--- src/rtl/hazard_pkg.sv ---
// Shared types and constants for the pipeline sequencing controller.
// Holds the FSM encoding, the scoreboard entry layout and the source-match helper.
package hazard_pkg;

    typedef enum logic [1:0] {
        ST_RUN    = 2'd0,
        ST_DRAIN  = 2'd1,
        ST_HALTED = 2'd2
    } hz_state_e;

    typedef struct packed {
        logic       v;
        logic       rw;
        logic       ld;
        logic [2:0] dst;
    } sb_entry_t;

    localparam int        SB_ENTRY_W  = 6;
    localparam logic [1:0] DRAIN_DEPTH = 2'd3;
    localparam sb_entry_t SB_EMPTY    = 6'b000000;

    // A source depends on an entry only if both sides are live and the register numbers agree.
    function automatic logic src_match(input logic src_valid, input logic [2:0] src,
                                       input sb_entry_t e);
        return src_valid & e.v & e.rw & (e.dst == src);
    endfunction

endpackage

--- src/rtl/hazard_sb.sv ---
// Three-entry destination scoreboard shadowing EX, MEM and WB.
// Reports per-stage source hits and load flags as {wb, mem, ex} vectors.
module hazard_sb
    import hazard_pkg::*;
(
    input  logic       clk,
    input  logic       rst,
    input  logic       advance,
    input  sb_entry_t  id_entry,
    input  logic [2:0] id_rs,
    input  logic [2:0] id_rt,
    input  logic       id_rs_valid,
    input  logic       id_rt_valid,
    output logic [2:0] hit,
    output logic [2:0] is_load
);

    sb_entry_t sb_ex_q, sb_ex_d;
    sb_entry_t sb_mem_q, sb_mem_d;
    sb_entry_t sb_wb_q, sb_wb_d;

    // Shift the scoreboard along with the pipeline, hold otherwise.
    always_comb begin
        sb_ex_d  = sb_ex_q;
        sb_mem_d = sb_mem_q;
        sb_wb_d  = sb_wb_q;
        if (advance) begin
            sb_wb_d  = sb_mem_q;
            sb_mem_d = sb_ex_q;
            sb_ex_d  = id_entry;
        end else begin
            sb_ex_d  = sb_ex_q;
        end
    end

    // Scoreboard registers with synchronous active-low reset.
    always_ff @(posedge clk) begin
        if (!rst) begin
            sb_ex_q  <= SB_EMPTY;
            sb_mem_q <= SB_EMPTY;
            sb_wb_q  <= SB_EMPTY;
        end else begin
            sb_ex_q  <= sb_ex_d;
            sb_mem_q <= sb_mem_d;
            sb_wb_q  <= sb_wb_d;
        end
    end

    assign hit[0] = src_match(id_rs_valid, id_rs, sb_ex_q)  | src_match(id_rt_valid, id_rt, sb_ex_q);
    assign hit[1] = src_match(id_rs_valid, id_rs, sb_mem_q) | src_match(id_rt_valid, id_rt, sb_mem_q);
    assign hit[2] = src_match(id_rs_valid, id_rs, sb_wb_q)  | src_match(id_rt_valid, id_rt, sb_wb_q);
    assign is_load = {sb_wb_q.ld, sb_mem_q.ld, sb_ex_q.ld};

endmodule

--- src/rtl/hazard_ctrl.sv ---
// Pipeline sequencing controller: RAW stalls, redirect flushes, memory stalls
// and halt draining for the 5-stage 16-bit core.
module hazard_ctrl
    import hazard_pkg::*;
#(
    parameter bit FORWARDING = 1'b1
) (
    input  logic        clk,
    input  logic        rst,
    input  logic        id_valid,
    input  logic [2:0]  id_rs,
    input  logic [2:0]  id_rt,
    input  logic        id_rs_valid,
    input  logic        id_rt_valid,
    input  logic        id_reg_write,
    input  logic [2:0]  id_write_reg,
    input  logic        id_mem_read,
    input  logic        id_halt,
    input  logic        ex_redirect,
    input  logic        imem_stall,
    input  logic        dmem_stall,
    output logic        pc_en,
    output logic        ifid_en,
    output logic        ifid_flush,
    output logic        idex_bubble,
    output logic        pipe_en,
    output logic        halted,
    output logic [15:0] stall_cycles
);

    // With forwarding only a load in EX can stall; without it any producer in EX or MEM can.
    localparam logic [2:0] RAW_STAGES = FORWARDING ? 3'b001 : 3'b011;
    localparam logic [2:0] NEED_LOAD  = FORWARDING ? 3'b001 : 3'b000;

    hz_state_e   state_q, state_d;
    logic [1:0]  drain_cnt_q, drain_cnt_d;
    logic [15:0] stall_cnt_q, stall_cnt_d;
    logic [2:0]  sb_hit_s, sb_ld_s;
    logic        raw_s;
    logic        stall_evt_s;
    sb_entry_t   id_entry_s;

    assign id_entry_s = '{v: id_valid & ~idex_bubble, rw: id_reg_write,
                          ld: id_mem_read, dst: id_write_reg};

    hazard_sb u_sb (
        .clk         (clk),
        .rst         (rst),
        .advance     (pipe_en),
        .id_entry    (id_entry_s),
        .id_rs       (id_rs),
        .id_rt       (id_rt),
        .id_rs_valid (id_rs_valid),
        .id_rt_valid (id_rt_valid),
        .hit         (sb_hit_s),
        .is_load     (sb_ld_s)
    );

    assign raw_s        = id_valid & (|(sb_hit_s & RAW_STAGES & (~NEED_LOAD | sb_ld_s)));
    assign stall_cycles = stall_cnt_q;

    // Priority resolution, FSM next state and drain counting.
    always_comb begin
        pc_en       = 1'b1;
        ifid_en     = 1'b1;
        ifid_flush  = 1'b0;
        idex_bubble = 1'b0;
        pipe_en     = 1'b1;
        halted      = 1'b0;
        state_d     = state_q;
        drain_cnt_d = drain_cnt_q;
        stall_evt_s = 1'b0;
        if (!rst) begin
            pc_en       = 1'b0;
            ifid_en     = 1'b0;
            ifid_flush  = 1'b1;
            idex_bubble = 1'b1;
            pipe_en     = 1'b0;
        end else begin
            case (state_q)
                ST_RUN: begin
                    if (dmem_stall) begin
                        pc_en       = 1'b0;
                        ifid_en     = 1'b0;
                        pipe_en     = 1'b0;
                        stall_evt_s = 1'b1;
                    end else if (ex_redirect) begin
                        ifid_flush  = 1'b1;
                        idex_bubble = 1'b1;
                    end else if (raw_s) begin
                        pc_en       = 1'b0;
                        ifid_en     = 1'b0;
                        idex_bubble = 1'b1;
                        stall_evt_s = 1'b1;
                    end else begin
                        if (imem_stall) begin
                            pc_en      = 1'b0;
                            ifid_flush = 1'b1;
                        end else begin
                            ifid_flush = 1'b0;
                        end
                        // HALT is advancing into EX: start draining it out of the pipe.
                        if (id_valid && id_halt) begin
                            state_d     = ST_DRAIN;
                            drain_cnt_d = 2'd0;
                        end else begin
                            state_d     = ST_RUN;
                        end
                    end
                end
                ST_DRAIN: begin
                    pc_en       = 1'b0;
                    ifid_flush  = 1'b1;
                    idex_bubble = 1'b1;
                    pipe_en     = ~dmem_stall;
                    if (!dmem_stall) begin
                        drain_cnt_d = drain_cnt_q + 2'd1;
                        if (drain_cnt_d == DRAIN_DEPTH) begin
                            state_d = ST_HALTED;
                        end else begin
                            state_d = ST_DRAIN;
                        end
                    end else begin
                        drain_cnt_d = drain_cnt_q;
                    end
                end
                ST_HALTED: begin
                    pc_en       = 1'b0;
                    ifid_en     = 1'b0;
                    idex_bubble = 1'b1;
                    pipe_en     = 1'b0;
                    halted      = 1'b1;
                end
                default: begin
                    // Unreachable encoding: freeze until reset.
                    pc_en       = 1'b0;
                    ifid_en     = 1'b0;
                    idex_bubble = 1'b1;
                    pipe_en     = 1'b0;
                    state_d     = ST_HALTED;
                end
            endcase
        end
    end

    // Saturating stall counter.
    always_comb begin
        stall_cnt_d = stall_cnt_q;
        if (stall_evt_s && (stall_cnt_q != 16'hFFFF)) begin
            stall_cnt_d = stall_cnt_q + 16'd1;
        end else begin
            stall_cnt_d = stall_cnt_q;
        end
    end

    // State and counter registers with synchronous active-low reset.
    always_ff @(posedge clk) begin
        if (!rst) begin
            state_q     <= ST_RUN;
            drain_cnt_q <= 2'd0;
            stall_cnt_q <= 16'd0;
        end else begin
            state_q     <= state_d;
            drain_cnt_q <= drain_cnt_d;
            stall_cnt_q <= stall_cnt_d;
        end
    end

endmodule
--- config.mk ---
export PLATFORM = sky130hd
export DESIGN_NAME = hazard_ctrl
export DESIGN_NICKNAME = d
export VERILOG_FILES = /design/src/rtl/hazard_pkg.sv /design/src/rtl/hazard_sb.sv /design/src/rtl/hazard_ctrl.sv
export SDC_FILE = /design/constraint.sdc
export NUM_CORES = 1
export LEC_CHECK = 0
export ABC_AREA = 1
export BUFFER_PORTS_ARGS = -buffer_cell sky130_fd_sc_hd__buf_2
export CAP_MARGIN = 10
export CORE_ASPECT_RATIO = 1.25
export CORE_UTILIZATION = 54
export CTS_CLUSTER_DIAMETER = 100
export DETAILED_ROUTE_END_ITERATION = 8
export PLACE_DENSITY = 0.8
export SETUP_SLACK_MARGIN = 0.1
export SLEW_MARGIN = 40
export SYNTH_ARGS = -nofsm -noshare
export SYNTH_HDL_FRONTEND = slang
export SYNTH_SLANG_ARGS = --single-unit
export TNS_END_PERCENT = 20
--- constraint.sdc ---
create_clock -name clk -period 1.8 [get_ports clk]
set_input_delay 0.09 -clock clk [delete_from_list [all_inputs] [get_ports clk]]
set_output_delay 0.09 -clock clk [all_outputs]
set_load 0.01 [all_outputs]
==> metrics.md <==
| Metric | Value |
|---|---|
| DP HPWL | just under 3000 um |
| RR Endpoint | stall_cycles[11]$_SDFFE_PN0P_ |
| Port Buf Inserts | between 40 and 50 |
| Die area | around 3600 um2 |
| Final Cycle Share | between 90% and 100% |
| CP Class | reg2out |
| CTS Hold Bufs | 0 |
| Pwr dens | about 500 nW/um2 |
| Fmax | 602 MHz |
| Endpoint class of the critical path | primary output |
| H-Tree Depth | 1 |
| Via density per instance | just over 5 |
| Status | complete, no violations |
| Inst Count DP | ~370 |
| Clock Sinks | 26 |
| Critical Path Source | u_sb.sb_ex_q[2]$_SDFFE_PN0P_ |
| RSZ-0062 raised after global routing | yes |
| Starting Density | 56.2% |
| Yosys cell types | 27 |
| GRT Max-Usage Layer | met2 |
| Antenna cell count | 0 |
| Slew headroom | between 70% and 80% |
| Tot GR Track Use | between 20% and 30% |
| Residual DRC count | 0 |
| R2R setup slack | 0.22 ns |
| Most common cell on crit path | nand2_1 |
| Largest cells by area after synthesis | dfxtp_1 (29%), nand2_1 (17%), inv_1 (11%), nor2_1 (10%), nand4_1 (7.0%) |
| Worst r2r path cells | 10 |
| P_leak | 1.08 nW |
| # IOs | 42 |
| CTS max path bufs | 2 |
| Worst-path fanout max | 4 |
| Count of final max-slew check failures | 0 |
| DR vias | between 1500 and 2000 |
| Max stage delay cell, worst path | dfxtp_2 |
| Fin. Hold Viols | 0 |
| Global placer's final weighted congestion | around 0.88 |
| Antenna-violating nets left | 0 |
| DR iter-0 viols | 42 |
| Worst slew pin tran | around 0.36 ns |
| Clock Tree Root | clkbuf_8 |
| Min Clock Period, post-route | roughly 1.7 ns |
| Register area share after synthesis | between 20% and 30% |
| Die W | approximately 54 um |
| Synth warn | 0 |
| Cells after synthesis | 298 |
| First-pass GRT wire length | 6680 um |
| TritonRoute pass-1 iters | 5 |
| Post-Syn Nets | 320 |
| Post-synth top area share | 29.0% |
| Layout cells sized above 1 | around a quarter |
| Min Hold Slack | between 0.06 and 0.07 ns |
| Worst min-delay path category | in2reg |
| Worst path arrival time | 1.57 ns |
| Global-route met2 utilization | between 40 and 50% |
| Worst-path cell chain | inv_2, nand2_1, nand2_1, nor2_1, nand2_1, nand2_2, nand3_4, nand2_8, nor2_4, o21ai_1, nand3_1, buf_2 |
| TritonCTS buffer count | 3 |
| Wire length per cell | 10.6 um |
| GR Layer Usage met1 | 26.0% |
| Clock Skews | 0.00804 ns |
| Seq cells post-synth | 26 |
| Area Growth Syn to Fin | 21.9% |
| Crit. path cell count | 12 |
| GRT met3 Usage | under 10% |
| Syn avg cell area | 6.02 um2 |
| Peak supply drop | slightly below 0.0004 V |
| Core area | roughly 3200 um2 |
| Pin count of the biggest net entering global routing | 29 |
| Critical Path RT | ~1.7 ns |
| Setup violators final | 0 |
| CP top delay family | simple AND/OR/NAND/NOR gates |
| Skew-Pair Late Insertion Delay | 0.27 ns |
| Clk slew on worst S/H paths | approximately 0.09 ns |
| Worst Setup EP | ifid_flush |
| Overflow after GRT | 0 |
| Number of global-route vias before repair | roughly 1700 |
| Total wire length | 4060 um |
| Finished Layout Cells | about 380 |
| Initial antenna violation count | 0 |
| CTS tree | yes |
| CP max stage delay | between 0.3 and 0.4 ns |
| Setup_tns | 0 ns |
| WP buf/inv | 2 |
| Max cap viols | 0 |
| Cell Area, Synth | about 1800 um2 |
| CP startpoint kind | flip-flop |
| Die Y | 66.4 um |
| Nets | between 300 and 400 |
| Top cell type by total area after synthesis | dfxtp_1 |
| Worst r2r src | stall_cycles[1]$_SDFFE_PN0P_ |
| Site row count | 23 |
[state kept, by name (all words and copies together) (netlist names)]
register      count
drain_cnt_q       2
stall_cycles     16
state_q           2
u_sb.is_load      1
u_sb.sb_ex_q      5
[cells in the mapped netlist]
cell type / n
nand3_1: 14
buf_2: 4
nand2_1: 80
nor3_1: 1
nand4_1: 20
inv_2: 6
nand2_2: 2
ha_1: 2
nand2_4: 1
buf_12: 1
xnor2_1: 1
o21ai_0: 10
buf_6: 1
buf_4: 2
o22ai_1: 2
nand3_2: 5
dfxtp_1: 26
nor2_1: 49
inv_1: 51
nor2_2: 3
nor2_4: 1
a21boi_0: 1
a21oi_1: 9
nor4_1: 1
clkbuf_1: 2
nand3_4: 2
o211ai_1: 1
[how the worst min path moves through the flow]
| stage | startpoint | to | slack, ns | cells after the start |
|---|---|---|---|---|
| floorplan | rst | u_sb.sb_ex_q[0]$_SDFFE_PN0P_ | 0.23 | 2 |
| global placement | dmem_stall | state_q[0]$_SDFFE_PN0P_ | 0.36 | 3 |
| detailed placement | dmem_stall | state_q[0]$_SDFFE_PN0P_ | 0.36 | 3 |
| CTS | dmem_stall | state_q[0]$_SDFFE_PN0P_ | 0.07 | 3 |
| global route | dmem_stall | state_q[0]$_SDFFE_PN0P_ | 0.08 | 3 |
| finish | dmem_stall | state_q[0]$_SDFFE_PN0P_ | 0.07 | 3 |
[placed cells by master, fill, tap and decap left out]
master / instances
a21oi_1: 9
ha_1: 1
nand4_1: 20
nand3_2: 4
nand3_1: 14
nand2_1: 78
nand2_8: 1
inv_1: 50
dfxtp_1: 20
clkbuf_8: 3
buf_4: 11
nor2_4: 2
nor2_1: 44
o21ai_0: 9
nand2_2: 4
buf_12: 2
nor2_2: 7
a21boi_0: 1
o211ai_1: 1
buf_2: 41
xnor2_1: 1
nor4_1: 1
inv_2: 6
o22ai_1: 2
inv_4: 1
ha_2: 1
nor3_1: 1
nand3_4: 3
o21ai_1: 1
dfxtp_2: 6
[worst min-delay path, cell delays in order]
cell and delay, ns:
buf_2 0.10, nand2_1 0.05, a21oi_1 0.05
[layout make-up]
| cell class | instances | area (um2) |
|---|---|---|
| multi-input combinational | 205 | 1030 |
| fill | 310 | 1010 |
| sequential | 26 | 528 |
| timing repair buffer | 54 | 328 |
| inverter | 57 | 216 |
| tap | 37 | 46.3 |
| clock buffer | 3 | 41.3 |
[report_power, final]
group          switching (mW)  internal, mW  leakage, nW
clock network           0.177         0.150       0.0216
registers              0.0119         0.591        0.213
logic                   0.111        0.0782        0.846
total                   0.300         0.819         1.08
[kinds of logic (layout without fill, tap and decap cells)]
group                    after synthesis  after routing  synth area share, %
buffers and inverters                 67            114                 16.0
XOR/XNOR                               1              1                0.488
adder cells (fa/ha/maj)                2              2                 1.39
flip-flops                            26             26                 29.0
AO/OA/AOI/OAI                         23             23                 6.83
AND/OR/NAND/NOR                      179            179                 46.2
[per-stage QoR]
| step | setup slack (ns) | area (um2) | util (%) | power [mW] |
|---|---|---|---|---|
| after floorplan | 0.312 | 1790 | - | 0.731 |
| after global placement | 0.236 | 2040 | 64.0 | 0.784 |
| after detailed placement | 0.193 | 2040 | 64.0 | 0.786 |
| after CTS | 0.103 | 2130 | 66.7 | 1.12 |
| after global routing | 0.00891 | 2190 | 68.5 | 1.17 |
| final | 0.138 | 2190 | 68.5 | 1.12 |
[metal layers]
layer | vias up | wire length, um
li1 | 1030 | -
met1 | 868 | 1760
met2 | 36 | 2170
met3 | 2 | 102
met4 | 0 | 28
met5 | - | 0
[repair_timing]
action,CTS,global route
endpoints found under the setup margin,2,16
setup buffers,3,4
resized for setup,6,13
pin swaps,4,8
(Power assumes the default switching activity.)
